==> src/rtl/op_encoder.sv <==
// Button front end for the clock control path: synchronise, debounce and edge-detect three
// push-buttons, then issue one operation code at a time over a 4-phase req/ack handshake.
module op_encoder #(
  parameter int unsigned DB_CYCLES = 1000000,
  parameter int unsigned CNT_W     = 20
) (
  input  logic       clk,
  input  logic       reset,
  input  logic       btn_madd,
  input  logic       btn_sto0,
  input  logic       btn_res,
  input  logic       ack,
  output logic [1:0] operation,
  output logic       busy
);

  localparam logic [CNT_W-1:0] CNT_LAST = CNT_W'(DB_CYCLES - 1);

  localparam logic [1:0] OP_NOR  = 2'b00;
  localparam logic [1:0] OP_STO0 = 2'b01;
  localparam logic [1:0] OP_MADD = 2'b10;
  localparam logic [1:0] OP_RES  = 2'b11;

  typedef enum logic [1:0] {
    IDLE,
    ISSUE,
    WAIT_REL
  } state_t;

  // Bit order for all per-button vectors: [0]=madd, [1]=sto0, [2]=res.
  logic [2:0]       raw;
  logic [2:0]       s1;
  logic [2:0]       s2;
  logic [2:0]       db;
  logic [2:0]       db_prev;
  logic [2:0]       ev;
  logic [2:0]       armed;
  logic [1:0]       settle;
  logic [CNT_W-1:0] cnt [3];

  state_t     state;
  logic [1:0] pending;
  logic [1:0] ev_code;
  logic [1:0] merged;

  assign raw = {btn_res, btn_sto0, btn_madd};

  always_ff @(posedge clk or posedge reset) begin
    if (reset) begin
      s1     <= '0;
      s2     <= '0;
      settle <= '0;
    end else begin
      s1     <= raw;
      s2     <= s1;
      settle <= {settle[0], 1'b1};
    end
  end

  always_ff @(posedge clk or posedge reset) begin
    if (reset) begin
      db <= '0;
      for (int unsigned i = 0; i < 3; i++) begin
        cnt[i] <= '0;
      end
    end else begin
      for (int unsigned i = 0; i < 3; i++) begin
        if (s2[i] == db[i]) begin
          cnt[i] <= '0;
        end else if (cnt[i] == CNT_LAST) begin
          db[i]  <= s2[i];
          cnt[i] <= '0;
        end else begin
          cnt[i] <= cnt[i] + CNT_W'(1);
        end
      end
    end
  end

  // A button still held across reset must be seen low (once the synchroniser has refilled)
  // before its next press counts, so a reset never re-issues the operation it aborted.
  always_ff @(posedge clk or posedge reset) begin
    if (reset) begin
      armed   <= '0;
      db_prev <= '0;
      ev      <= '0;
    end else begin
      armed   <= armed | ({3{settle[1]}} & ~s2);
      db_prev <= db;
      ev      <= db & ~db_prev & armed;
    end
  end

  function automatic logic [1:0] rank(input logic [1:0] code);
    case (code)
      OP_RES:  rank = 2'd3;
      OP_STO0: rank = 2'd2;
      OP_MADD: rank = 2'd1;
      default: rank = 2'd0;
    endcase
  endfunction

  always_comb begin
    ev_code = OP_NOR;
    if (ev[2]) begin
      ev_code = OP_RES;
    end else if (ev[1]) begin
      ev_code = OP_STO0;
    end else if (ev[0]) begin
      ev_code = OP_MADD;
    end
  end

  always_comb begin
    merged = pending;
    if (rank(ev_code) > rank(pending)) begin
      merged = ev_code;
    end
  end

  always_ff @(posedge clk or posedge reset) begin
    if (reset) begin
      state     <= IDLE;
      operation <= OP_NOR;
      busy      <= 1'b0;
      pending   <= OP_NOR;
    end else begin
      case (state)
        IDLE: begin
          if (merged != OP_NOR) begin
            if (!ack) begin
              operation <= merged;
              pending   <= OP_NOR;
              busy      <= 1'b1;
              state     <= ISSUE;
            end else begin
              pending <= merged;
            end
          end
        end
        ISSUE: begin
          if (ack) begin
            operation <= OP_NOR;
            state     <= WAIT_REL;
          end
        end
        WAIT_REL: begin
          if (!ack) begin
            busy  <= 1'b0;
            state <= IDLE;
          end
        end
        default: begin
          operation <= OP_NOR;
          busy      <= 1'b0;
          state     <= IDLE;
        end
      endcase
    end
  end

endmodule

==> config.mk <==
export PLATFORM = sky130hd
export DESIGN_NAME = op_encoder
export DESIGN_NICKNAME = d
export VERILOG_FILES = /design/src/rtl/op_encoder.sv
export SDC_FILE = /design/constraint.sdc
export NUM_CORES = 1
export LEC_CHECK = 0
export BUFFER_PORTS_ARGS = -buffer_cell sky130_fd_sc_hd__buf_2
export CORE_MARGIN = 2
export CORE_UTILIZATION = 60
export CTS_CLUSTER_DIAMETER = 40
export DETAILED_ROUTE_END_ITERATION = 6
export PLACE_DENSITY = 0.76
export SLEW_MARGIN = 15
export SYNTH_ARGS = -nofsm -noshare
export SYNTH_HDL_FRONTEND = slang
export SYNTH_SLANG_ARGS = --single-unit
==> constraint.sdc <==
create_clock -name clk -period 4.4 [get_ports clk]
set_clock_uncertainty 0.1 [all_clocks]
set_input_delay 0.44 -clock clk [delete_from_list [all_inputs] [get_ports clk]]
set_output_delay 0.44 -clock clk [all_outputs]
set_load 0.03 [all_outputs]
==> flow_summary.json <==
{
  "grt_usage_pct": 20.6,
  "cts_tree": "yes",
  "critPathCaptureType": "flip-flop",
  "layout_min_cycle_time_ns": 2.22,
  "place_inst": 485,
  "wl_per_cell_um": 14.2,
  "place_area_um2": 4240,
  "clock-sinks": 87,
  "drive_gt1_share_pct": 10.2,
  "std_cell_rows": 30,
  "h-tree-depth": 3,
  "die_w_um": 86.8,
  "synth_cells": 403,
  "worstPathArrival_ns": 2.31,
  "p_total_mw": 1.43,
  "syn_area_um2": 4110,
  "vias": 2879,
  "num-nets-final": 427,
  "fin_crit_sh_pct": 50.4,
  "fmax_mhz": 451,
  "postLayoutCellArea_um2": 4440,
  "grt-ovfl-total": 0,
  "antenna_found_initial": 0,
  "clk_latency_ns": 0.34,
  "tightest_slew_ns": 0.776,
  "core_um2": 6720,
  "yosysMostFrequentCell": "dfrtp_1",
  "p_leak_nw": 1.84,
  "final.fill_count": 521,
  "max_slew_margin_pct": 48.2,
  "initial_core_util_pct": 61.2,
  "powerDensity_nw_per_um2": 321,
  "ant_nets": 0,
  "firstDrtPassIters": 4,
  "synth_largest_area_cell": "dfrtp_1",
  "yosysUniqueCellTypes": 45,
  "ys_ff_latch": 87,
  "synth_area_leaders": "dfrtp_1, xnor2_1, nor2_1",
  "synth_edf_count": 0,
  "hold_violations": 0,
  "startpoint_type": "flip-flop",
  "syn-num-nets": 414,
  "ctsResizeCount": 0,
  "status": "completed",
  "place.gp.congestion": 0.798,
  "cts_setup_buffers": 0,
  "setup_viol": 0,
  "ys_warn_count": 0,
  "layout_setup_ws_ns": 2.18,
  "dp_hpwl_mm": 4.83,
  "synth_top_area_share_pct": 53.0,
  "finalSetupTns_ns": 0,
  "holdWs_ns": 0.105,
  "cts_buffers": 9,
  "peakVddDrop_uv": 242,
  "path_max_fanout": 19,
  "area.growth.synth_to_final_pct": 8.16,
  "drt_iter0_markers": 146,
  "cap_viol_max_count": 0,
  "antennaDiodeCount": 0,
  "vias_per_cell": 5.75,
  "cts_buffer_depth": 2,
  "die_h_um": 86.8,
  "rsz0062_at_grt": "no",
  "rr_worst_depth": 4,
  "instances_no_fill": 501,
  "ios": 9,
  "root_buffer": "clkbuf_8",
  "regToRegSetupSlack_ns": 2.18,
  "cts.reportedPaths.clkPinSlew_ns": 0.08,
  "slew_viol_final": 0,
  "first_global_vias": 2832,
  "holdPathStages": 1,
  "synthTopCellsByCount": "dfrtp_1, nor2_1, nand2_1",
  "min_path_type": "in2reg",
  "die_area_um2": 7530,
  "worstSetupPathType": "reg2reg",
  "worst_ep_required_time_ns": 4.50,
  "place_ws_ns": 2.16,
  "synth_seq_area_share_pct": 53.0,
  "yosys_most_used_dff": "dfrtp_1",
  "grt_pass1_wl_mm": 12.5,
  "hold_buffers": 0,
  "ys_async_sr_fraction_pct": 100,
  "grt_max_degree": 47,
  "syn_avg_cell_area_um2": 10.2,
  "final_util_pct": 66.1,
  "portBuffers": 8,
  "drc": 0,
  "routed_wl_mm": 7.12
}
==> cell usage in the layout (no fill, tap or decap), types with 2 or more instances in the layout <==
master	synthesis	final
nand4_2	2	2
buf_2	2	8
o211ai_1	3	3
o22ai_1	3	3
dfrtp_1	87	87
and4_1	3	3
ha_1	5	5
a21o_1	3	3
nor2_1	51	51
or3_1	13	13
a211oi_1	3	3
inv_1	20	19
and3_1	2	2
a22o_1	2	2
nand2_1	30	30
xnor2_1	29	29
clkbuf_8	0	11
o21ai_0	11	11
and3b_1	2	2
nor4_1	14	14
nand4_1	8	8
and2_1	5	5
o31ai_1	6	6
nor3_1	9	9
clkinv_2	0	3
mux2_2	4	4
a21oi_1	16	16
or4_1	8	8
buf_4	0	3
nor4b_1	4	4
nand3_1	20	20
o21a_1	2	2
xor2_1	15	15
==> critical path, cell delays in order, from the launching register on <==
cell	delay (ns)
dfrtp_1	0.40
nand3_1	0.13
or4b_2	0.68
o31ai_4	0.63
nor2_1	0.13
==> worst paths after layout <==
check / from / end
setup / recovery: cnt[16] / cnt[8]
hold / removal: btn_madd / s1[0]
setup reg to reg: cnt[16] / cnt[8]
hold reg to reg: s1[0] / s2[0]
max in group asynchronous: reset / pending[1]
min in group asynchronous: reset / cnt[9]
==> area by class of cell <==
type / count / area (um2) / share of cell area (%)
multi-input combinational: 287 / 1820 / 41.0
clock inverter: 5 / 56.3 / 1.27
sequential: 87 / 2180 / 49.0
timing repair buffer: 11 / 62.6 / 1.41
clock buffer: 11 / 151 / 3.41
tap: 80 / 100 / 2.25
inverter: 20 / 76.3 / 1.72
==> per-layer routing <==
metal / part of all wire, % / GRT usage [%]
met1: 49 / 27.9
met2: 47 / 33.4
met3: 2.7 / 3.43
met4: 1.4 / 8.24
met5: 0 / 0
==> logic make-up after synthesis <==
group           synth area share (%)
simple gates                    23.1
flops                           53.0
compound gates                  9.17
xor+xnor                        9.38
buf+inv                         2.71
fa+ha+maj                       1.52
mux                             1.10
other cells                   0.0913
==> power by group <==
part / leakage [nW] / total (mW) / internal (mW) / switching (mW)
sequential: 1.17 / 0.820 / 0.810 / 0.0103
combinational: 0.573 / 0.0494 / 0.0135 / 0.0359
clock: 0.105 / 0.559 / 0.292 / 0.267
==> sequential cells by signal, summed over array words and instances, names as in the netlist <==
register	flops
db_prev	3
s2	3
cnt	60
s1	3
armed	3
pending	2
operation	2
state	2
db	3
busy	1
settle	2
ev	3
Power figures use the tool's default switching activity.
